<file path="config.mk">
export PLATFORM = sky130hd
export DESIGN_NAME = universal_shift_register_seq_flat
export DESIGN_NICKNAME = d
export VERILOG_FILES = /design/src/rtl/universal_shift_register_seq_if.sv /design/src/rtl/universal_shift_register_seq.sv /design/src/flat_wrapper.sv
export SDC_FILE = /design/constraint.sdc
export NUM_CORES = 1
export LEC_CHECK = 0
export ABC_CLOCK_PERIOD_IN_PS = 1900
export CAP_MARGIN = 20
export CORE_ASPECT_RATIO = 1.1
export CORE_MARGIN = 2
export CORE_UTILIZATION = 45
export DETAILED_ROUTE_END_ITERATION = 7
export PLACE_DENSITY = 0.76
export SETUP_SLACK_MARGIN = 0.05
export SLEW_MARGIN = 10
export SYNTH_ARGS = -nofsm -noshare
export SYNTH_HDL_FRONTEND = slang
export SYNTH_SLANG_ARGS = --single-unit
</file>
<file path="constraint.sdc">
create_clock -name clk -period 1.9 [get_ports clk]
set_clock_uncertainty 0.2 [all_clocks]
set_input_delay 0.38 -clock clk [delete_from_list [all_inputs] [get_ports clk]]
set_output_delay 0.38 -clock clk [all_outputs]
set_load 0.03 [all_outputs]
</file>
<file path="src/rtl/universal_shift_register_seq_if.sv">
// Control and status bundle for the sequenced universal shift register.
// Master drives the op/data/sequencer inputs; slave returns register contents and run status.
interface universal_shift_register_seq_if #(
    parameter int WIDTH = 8,
    parameter int CNT_W = 4
);
    logic             en;
    logic [2:0]       op;
    logic [WIDTH-1:0] d;
    logic             sin_r;
    logic             sin_l;
    logic             start;
    logic [CNT_W-1:0] n;
    logic [WIDTH-1:0] q;
    logic [WIDTH-1:0] q_bar;
    logic             sout_l;
    logic             sout_r;
    logic             busy;
    logic             done;

    modport master (
        output en, op, d, sin_r, sin_l, start, n,
        input  q, q_bar, sout_l, sout_r, busy, done
    );

    modport slave (
        input  en, op, d, sin_r, sin_l, start, n,
        output q, q_bar, sout_l, sout_r, busy, done
    );
endinterface

</file>
<file path="src/rtl/universal_shift_register_seq.sv">
// WIDTH-bit universal shift register with a start-triggered N-step shift sequencer.
// Latency: q updates on the edge an op/start is sampled; a run of n shifts completes n edges after start, done one cycle later.
// No backpressure: start/en are ignored while busy; a new start is accepted in the done (FIN) cycle.
module universal_shift_register_seq #(
    parameter int               WIDTH     = 8,
    parameter int               CNT_W     = 4,
    parameter logic [WIDTH-1:0] RESET_VAL = '0
) (
    input logic                          clk,
    input logic                          rst,
    universal_shift_register_seq_if.slave bus
);
    localparam logic [2:0] OP_HOLD  = 3'b000;
    localparam logic [2:0] OP_LOAD  = 3'b001;
    localparam logic [2:0] OP_SHL   = 3'b010;
    localparam logic [2:0] OP_SHR   = 3'b011;
    localparam logic [2:0] OP_ROL   = 3'b100;
    localparam logic [2:0] OP_ROR   = 3'b101;
    localparam logic [2:0] OP_ASR   = 3'b110;
    localparam logic [2:0] OP_CLEAR = 3'b111;

    typedef enum logic [1:0] {IDLE, RUN, FIN} state_t;

    state_t           state, state_nxt;
    logic [WIDTH-1:0] q_reg, q_nxt;
    logic [CNT_W-1:0] remaining, remaining_nxt;
    logic [2:0]       op_lat, op_lat_nxt;
    logic             busy_reg, done_reg;

    function automatic logic [WIDTH-1:0] step(input logic [2:0] op,
                                              input logic [WIDTH-1:0] cur,
                                              input logic [WIDTH-1:0] din,
                                              input logic sr, input logic sl);
        logic [WIDTH-1:0] r;
        r = cur;
        case (op)
            OP_HOLD:  r = cur;
            OP_LOAD:  r = din;
            OP_SHL:   r = {cur[WIDTH-2:0], sr};
            OP_SHR:   r = {sl, cur[WIDTH-1:1]};
            OP_ROL:   r = {cur[WIDTH-2:0], cur[WIDTH-1]};
            OP_ROR:   r = {cur[0], cur[WIDTH-1:1]};
            OP_ASR:   r = {cur[WIDTH-1], cur[WIDTH-1:1]};
            OP_CLEAR: r = '0;
            default:  r = cur;
        endcase
        return r;
    endfunction

    function automatic logic is_shift(input logic [2:0] op);
        return (op >= OP_SHL) && (op <= OP_ASR);
    endfunction

    always_comb begin
        state_nxt     = state;
        q_nxt         = q_reg;
        remaining_nxt = remaining;
        op_lat_nxt    = op_lat;
        case (state)
            RUN: begin
                // Latched op, live serial inputs; everything else on the bus is ignored.
                q_nxt         = step(op_lat, q_reg, bus.d, bus.sin_r, bus.sin_l);
                remaining_nxt = remaining - CNT_W'(1);
                if (remaining == CNT_W'(1)) begin
                    state_nxt = FIN;
                end
            end
            default: begin
                state_nxt = IDLE;
                if (bus.start) begin
                    op_lat_nxt = bus.op;
                    state_nxt  = FIN;
                    if (bus.n != '0) begin
                        q_nxt = step(bus.op, q_reg, bus.d, bus.sin_r, bus.sin_l);
                        if (is_shift(bus.op) && (bus.n != CNT_W'(1))) begin
                            remaining_nxt = bus.n - CNT_W'(1);
                            state_nxt     = RUN;
                        end
                    end
                end else if (bus.en) begin
                    q_nxt = step(bus.op, q_reg, bus.d, bus.sin_r, bus.sin_l);
                end
            end
        endcase
    end

    always_ff @(posedge clk) begin
        if (rst) begin
            state     <= IDLE;
            q_reg     <= RESET_VAL;
            remaining <= '0;
            op_lat    <= OP_HOLD;
            busy_reg  <= 1'b0;
            done_reg  <= 1'b0;
        end else begin
            state     <= state_nxt;
            q_reg     <= q_nxt;
            remaining <= remaining_nxt;
            op_lat    <= op_lat_nxt;
            busy_reg  <= (state_nxt == RUN);
            done_reg  <= (state_nxt == FIN);
        end
    end

    assign bus.q      = q_reg;
    assign bus.q_bar  = ~q_reg;
    assign bus.sout_l = q_reg[WIDTH-1];
    assign bus.sout_r = q_reg[0];
    assign bus.busy   = busy_reg;
    assign bus.done   = done_reg;
endmodule

</file>
<file path="src/flat_wrapper.sv">
// flat-port wrapper written by rule: the top's interface ports become plain ports
module universal_shift_register_seq_flat 
#(
    parameter int               WIDTH     = 8,
    parameter int               CNT_W     = 4,
    parameter logic [WIDTH-1:0] RESET_VAL = '0
)
  (clk, rst, bus_en, bus_op, bus_d, bus_sin_r, bus_sin_l, bus_start, bus_n, bus_q, bus_q_bar, bus_sout_l, bus_sout_r, bus_busy, bus_done);
  universal_shift_register_seq_if #(.WIDTH(WIDTH), .CNT_W(CNT_W)) bus_i ();
  input logic clk;
  input logic rst;
  input wire logic [$bits(bus_i.en)-1:0] bus_en;
  input wire logic [$bits(bus_i.op)-1:0] bus_op;
  input wire logic [$bits(bus_i.d)-1:0] bus_d;
  input wire logic [$bits(bus_i.sin_r)-1:0] bus_sin_r;
  input wire logic [$bits(bus_i.sin_l)-1:0] bus_sin_l;
  input wire logic [$bits(bus_i.start)-1:0] bus_start;
  input wire logic [$bits(bus_i.n)-1:0] bus_n;
  output wire logic [$bits(bus_i.q)-1:0] bus_q;
  output wire logic [$bits(bus_i.q_bar)-1:0] bus_q_bar;
  output wire logic [$bits(bus_i.sout_l)-1:0] bus_sout_l;
  output wire logic [$bits(bus_i.sout_r)-1:0] bus_sout_r;
  output wire logic [$bits(bus_i.busy)-1:0] bus_busy;
  output wire logic [$bits(bus_i.done)-1:0] bus_done;
  assign bus_i.en = bus_en;
  assign bus_i.op = bus_op;
  assign bus_i.d = bus_d;
  assign bus_i.sin_r = bus_sin_r;
  assign bus_i.sin_l = bus_sin_l;
  assign bus_i.start = bus_start;
  assign bus_i.n = bus_n;
  assign bus_q = bus_i.q;
  assign bus_q_bar = bus_i.q_bar;
  assign bus_sout_l = bus_i.sout_l;
  assign bus_sout_r = bus_i.sout_r;
  assign bus_busy = bus_i.busy;
  assign bus_done = bus_i.done;
  universal_shift_register_seq #(.WIDTH(WIDTH), .CNT_W(CNT_W), .RESET_VAL(RESET_VAL)) u_core (.clk(clk), .rst(rst), .bus(bus_i));
endmodule
</file>
# Word level (Yosys, flattened, before mapping)

Index checks and enable logic that the tools add are counted.

Register bits: 19
Input bits: 21
Logic and storage cells: 63

Add/subtract/negate cells: 2
Order comparisons: 2
Equal/unequal tests: 22
Muxes and demuxes: 15
Bitwise gates (word level): 2
Reductions and logical operators: 13

Operators with widths:

| cell                                                  | count |
|---|---|
| one-hot mux 8 bit (8 select lines)                    | 1 |
| one-hot mux 8 bit (7 select lines)                    | 1 |
| 2-to-1 mux 8 bit                                      | 4 |
| == test 3 bit, second input constant                  | 8 |
| 2-to-1 mux 4 bit                                      | 4 |
| == test 3 x 2 -> 1 bit, second input constant         | 4 |
| 2-to-1 mux 2 bit                                      | 5 |
| NOT 8 bit                                             | 1 |
| subtractor 4 x 1 -> 4 bit, second input constant      | 2 |
| == test 3 x 1 -> 1 bit, second input constant         | 2 |
| zero test 3 bit                                       | 2 |
| AND reduction 3 bit                                   | 2 |
| nonzero test 2 bit                                    | 3 |
| == test 2 x 1 -> 1 bit, second input constant         | 2 |
| == test 4 x 1 -> 1 bit, second input constant         | 1 |
| inequality test 2 bit, second input constant          | 2 |
| inequality test 4 x 1 -> 1 bit, second input constant | 1 |
| AND reduction 4 bit                                   | 1 |
| nonzero test 4 bit                                    | 1 |
| >= comparator 3 x 2 -> 1 bit, second input constant   | 1 |
| <= comparator 3 bit, second input constant            | 1 |
| inequality test 3 x 1 -> 1 bit, second input constant | 1 |
| nonzero test 3 bit                                    | 1 |
| == test 2 bit, second input constant                  | 1 |
| other kinds (3)                                       | 4 |

# Longest topological paths before layout

Depth in word-level cells: 8
Gate-level depth with buffers: 8
Depth with buffers taken out: 7

# Worst setup path after synthesis

No wires, ideal clock.

Path kind: reg2reg
From: reg u_core.q_reg[2], in the netlist u_core.bus.q[2]
To: reg u_core.q_reg[3], in the netlist u_core.bus.q[3]
Library setup time: 0.070 ns
Data arrival time: 1.669 ns
Slack: -0.040 ns
Stages on the path, launching flop included: 7
Buffers on the path: 1
Period minus slack after synthesis: 1.940 ns
Cells stage by stage: dfxtp_1 -> clkbuf_1 -> inv_1 -> o211ai_1 -> a311oi_1 -> or3_1 -> a21oi_1

Word-level cells in the longest chain between the ends: 4

Ends and longest elaborated chain:

| item                                       | RTL line                                                               | RTL |
|---|---|---|
| start, declared                            | universal_shift_register_seq.sv:25                                     | `logic [WIDTH-1:0] q_reg, q_nxt;` |
| start signal, assigned                     | universal_shift_register_seq.sv:97                                     | `q_reg <= q_nxt;` |
| one-hot mux 8 bit (8 select lines)         | universal_shift_register_seq.sv:36                                     | `case (op)` |
| 2-to-1 mux 8 bit, on equally long branches | universal_shift_register_seq.sv:80, universal_shift_register_seq.sv:73 |  |
| 2-to-1 mux 8 bit                           | universal_shift_register_seq.sv:70                                     | `if (bus.start) begin` |
| 2-to-1 mux 8 bit (*)                       | universal_shift_register_seq.sv:59                                     | `case (state)` |

Mark *: on every way between the ends. The rest lies on a longest branch, timed or not. The select of a mux whose other input is x is not followed.
A chain may end at the register's enable or synchronous reset.

# Worst setup path in the final report

From: in bus_op[0]
To: reg u_core.q_reg[1], in the netlist u_core.bus.q[1]

Word-level cells in the longest chain between the ends: 5

Ends and longest elaborated chain:

| item                                        | RTL line                                                               | RTL |
|---|---|---|
| start, declared                             | flat_wrapper.sv:13                                                     | `input wire logic [$bits(bus_i.op)-1:0] bus_op;` |
| == test 3 bit, or another cell as far along | universal_shift_register_seq.sv:36                                     |  |
| one-hot mux 8 bit (8 select lines) (*)      | universal_shift_register_seq.sv:36                                     |  |
| 2-to-1 mux 8 bit, on equally long branches  | universal_shift_register_seq.sv:80, universal_shift_register_seq.sv:73 |  |
| 2-to-1 mux 8 bit (*)                        | universal_shift_register_seq.sv:70                                     |  |
| 2-to-1 mux 8 bit (*)                        | universal_shift_register_seq.sv:59                                     |  |

Marks and branches as above.

==> metrics.log <==
[metrics] result of the run: finished, final reports clean
[metrics] Synth-to-Final Area Change: 43.7%
[metrics] netlist area before placement: 0.00173 mm²
[metrics] final hold viol count: 0
[metrics] IO buf count: 40
[metrics] mean post-synth cell area: 7.10 µm²
[metrics] CTS max path bufs: 2
[metrics] post-layout min period: 1830 ps
[metrics] chip width: 63.1 µm
[metrics] required arrival time at the worst endpoint: 1900 ps
[metrics] area of the die: 0.00436 mm²
[metrics] Post-DP HPWL: 3710 µm
[metrics] type of origin of the critical path: primary input
[metrics] synthesized flop and latch total: 19
[metrics] wire length after detailed routing: 5560 µm
[metrics] deepest level of the CTS H-tree: 1
[metrics] diodes inserted: 0
[metrics] average wire length per cell after detail routing: 16.1 µm
[metrics] maximum number of pins on one net before global-route repair: 22
[metrics] final cell count without fillers: 346
[metrics] root buf cell: sky130_fd_sc_hd__clkbuf_8
[metrics] share of the synthesized area in the top cell type: 0.220
[metrics] part of the Yosys area used for sequential elements: 0.220
[metrics] max capacitance violation total: 0
[metrics] most frequently used flop master after synthesis: sky130_fd_sc_hd__dfxtp_1
[metrics] remaining global-route overflow: 0
[metrics] Peak Freq: 545 MHz
[metrics] type of the setup path with the least slack: primary input to register
[metrics] total non-filler cell area in the finished layout: 0.00249 mm²
[metrics] unrepaired setup endpoints after global routing: true
[metrics] final weighted congestion in routability-driven placement: 0.906
[metrics] TritonCTS clock tree: done
[metrics] share of synthesized registers carrying an async set or reset: 0
[metrics] Pins Over Slew Limit: 0
[metrics] wire length of the first global-routing pass: 8950 µm
[metrics] area post-placement: 0.00231 mm²
[metrics] Detailed Route Iter0 Violations: 156
[metrics] # DRC: 0
[metrics] maximum ir drop on the vdd rail: 0.522 mV
[metrics] Core Box Area: 0.00365 mm²
[metrics] row cnt: 23
[metrics] height of the die: 69.1 µm
[metrics] worst r2r dst: u_core.bus.q[1]$_SDFFE_PP0P_
[metrics] number of distinct library cell variants in the gate-level netlist after synthesis: 40
[metrics] R2R depth: 5
[metrics] library cell contributing the largest single delay on the critical path: sky130_fd_sc_hd__or3_1
[metrics] number of flip-flops in the largest register: 8
[metrics] vias after detailed routing: 2,043
[metrics] worst path arrival time: 1830 ps
[metrics] number of enable flip-flop cells after synthesis: 0
[metrics] slack of the worst reg-to-reg path: 150 ps
[metrics] count of clock tree sinks: 19
[metrics] clock-pin slew reported for the worst setup and hold paths after clock tree synthesis: 80 ps
[metrics] largest area contributor in the netlist: sky130_fd_sc_hd__dfxtp_1
[metrics] Final Setup Violations: 0
[metrics] max_slew headroom: 0.705
[metrics] critical path capture point: u_core.bus.q[1]$_SDFFE_PP0P_
[metrics] cell breakdown of the critical path: dlygate4sd2_1 > buf_12 > mux2i_1 > a211oi_1 > a311oi_1 > or3_1 > a21oi_2
[metrics] Power per Cell Area: 630 mW/mm²
[metrics] cell count after synthesis: 244
[metrics] count of yosys warnings during synthesis: 0
[metrics] layout cell share with drive strength beyond 1: 0.209
[metrics] setup slack after placement: -502 ps
[metrics] number of antenna violations at the first check in global routing: 0
[metrics] initial core utilization: 0.474
[metrics] number of global-route vias before repair: 1,912
[metrics] count of nets left with antenna violations after detail routing: 0
[metrics] Num CTS Buffers: 3
[metrics] number of I/O pins: 41
[metrics] Final #Nets: 322
[metrics] Vias per Instance: 5.90
[metrics] CP Capture Type: register
[metrics] total global-route track usage: 0.253
[metrics] transition at the pin with the smallest max-transition slack: 432 ps
[metrics] reg-to-reg startpoint: u_core.op_lat[0]$_SDFFE_PP0N_
[metrics] Synth Net Count: 269
[metrics] placed cell count: 338
[metrics] ratio of final minimum period to clock period: 0.965
[metrics] worst-case setup margin in the final layout: 66.3 ps
[metrics] classification of the worst-slack hold path: register to register
[metrics] CP max FO: 17
[metrics] worst-skew pair later-pin latency: 260 ps
[metrics] total leakage power: 1.01 nW
[metrics] leading post-synthesis cells by cell area: sky130_fd_sc_hd__dfxtp_1, sky130_fd_sc_hd__mux2i_1, sky130_fd_sc_hd__nor2_1
[metrics] delay of the slowest cell on the worst path: 400 ps
[metrics] startpoint of the most critical setup path: bus_op[0]
[metrics] total iterations of the first detailed-routing run: 4
repair_timing:
item / 4_1_cts / 5_1_grt
buffers inserted: 2 / 0
endpoints found under the setup margin: 32 / 15
cloned: 1 / 1
pin swaps: 8 / 7
resized for setup: 36 / 24
hold endpoints to repair: 0 / 0
hold buffers: 0 / 0
synth_stat cells, types with 7 or more instances:
cell,n
sky130_fd_sc_hd__a21oi_1,20
sky130_fd_sc_hd__mux2i_1,13
sky130_fd_sc_hd__dfxtp_1,19
sky130_fd_sc_hd__nand2_1,21
sky130_fd_sc_hd__nor2_1,28
sky130_fd_sc_hd__o211ai_1,7
sky130_fd_sc_hd__buf_4,8
sky130_fd_sc_hd__clkbuf_1,9
sky130_fd_sc_hd__a211oi_1,13
sky130_fd_sc_hd__inv_1,18
sky130_fd_sc_hd__o21ai_0,15
critical path, delay by kind of cell:
family / cells / cell delay, ps
AOI/OAI and AO/OA: 3 / 480
buffers and inverters: 2 / 450
muxes: 1 / 120
and+or+nand+nor: 1 / 400
per-layer routing:
metal,vias to the layer above,routed length [µm],global-route usage
met4,0,142,0.119
met1,935,2240,0.301
met5,-,0,0
li1,982,-,-
met2,110,2690,0.441
met3,16,488,0.0375
cell families after synthesis:
kind of cell,count (synthesis),share of synthesized area
compound gates,87,0.338
simple gates,74,0.192
buf+inv,42,0.121
flops,19,0.220
mux,13,0.0751
xor+xnor,5,0.0253
fa+ha+maj,4,0.0289
metrics by stage:
stage | power (mW) | TNS (ps) | hold slack [ps] | util
after global routing | 1.66 | 0 | 331 | 0.681
final | 1.57 | 0 | 307 | 0.681
after CTS | 1.53 | 0 | 306 | 0.658
after detailed placement | 1.24 | -5990 | 294 | 0.631
after floorplan | 0.959 | 0 | 268 | -
after global placement | 1.23 | -5770 | 289 | 0.631
layout make-up:
cell class	instances	area [µm²]
multi-input cells	183	1210
fillers	334	1170
repair buffers	72	712
flip-flops and latches	19	389
inverters	18	67.6
well taps	50	62.6
clock buffers	3	41.3
clock inverters	1	5.00
cells in the final DEF, fill, tap and decap left out, types with 4 or more instances in the layout:
cell | Yosys | final
sky130_fd_sc_hd__dfxtp_1 | 19 | 12
sky130_fd_sc_hd__buf_4 | 8 | 22
sky130_fd_sc_hd__inv_1 | 18 | 16
sky130_fd_sc_hd__mux2i_1 | 13 | 13
sky130_fd_sc_hd__a211oi_1 | 13 | 13
sky130_fd_sc_hd__o211ai_1 | 7 | 7
sky130_fd_sc_hd__a311oi_1 | 4 | 4
sky130_fd_sc_hd__dfxtp_2 | 0 | 7
sky130_fd_sc_hd__clkdlybuf4s50_1 | 0 | 12
sky130_fd_sc_hd__a31oi_1 | 5 | 5
sky130_fd_sc_hd__a21oi_1 | 20 | 17
sky130_fd_sc_hd__nand3_1 | 5 | 5
sky130_fd_sc_hd__o21ai_0 | 15 | 12
sky130_fd_sc_hd__dlygate4sd2_1 | 0 | 25
sky130_fd_sc_hd__nor2_1 | 28 | 27
sky130_fd_sc_hd__or3_1 | 4 | 4
sky130_fd_sc_hd__buf_6 | 2 | 4
sky130_fd_sc_hd__xor2_1 | 4 | 4
sky130_fd_sc_hd__nand2_1 | 21 | 21
where the power goes:
part / internal (mW) / switching, mW
sequential: 0.446 / 0.0616
combinational: 0.338 / 0.427
clock: 0.146 / 0.150
worst min-delay path by stage:
stage | from | endpoint | depth (start not counted)
final | u_core.remaining[3]$_SDFFE_PP0P_ | u_core.remaining[3]$_SDFFE_PP0P_ | 2
after global routing | u_core.remaining[3]$_SDFFE_PP0P_ | u_core.remaining[3]$_SDFFE_PP0P_ | 2
after CTS | u_core.remaining[3]$_SDFFE_PP0P_ | u_core.remaining[3]$_SDFFE_PP0P_ | 2
after detailed placement | u_core.remaining[3]$_SDFFE_PP0P_ | u_core.remaining[3]$_SDFFE_PP0P_ | 2
after global placement | u_core.remaining[3]$_SDFFE_PP0P_ | u_core.remaining[3]$_SDFFE_PP0P_ | 2
after floorplan | u_core.remaining[3]$_SDFFE_PP0P_ | u_core.remaining[3]$_SDFFE_PP0P_ | 2
(Power assumes the default switching activity.)
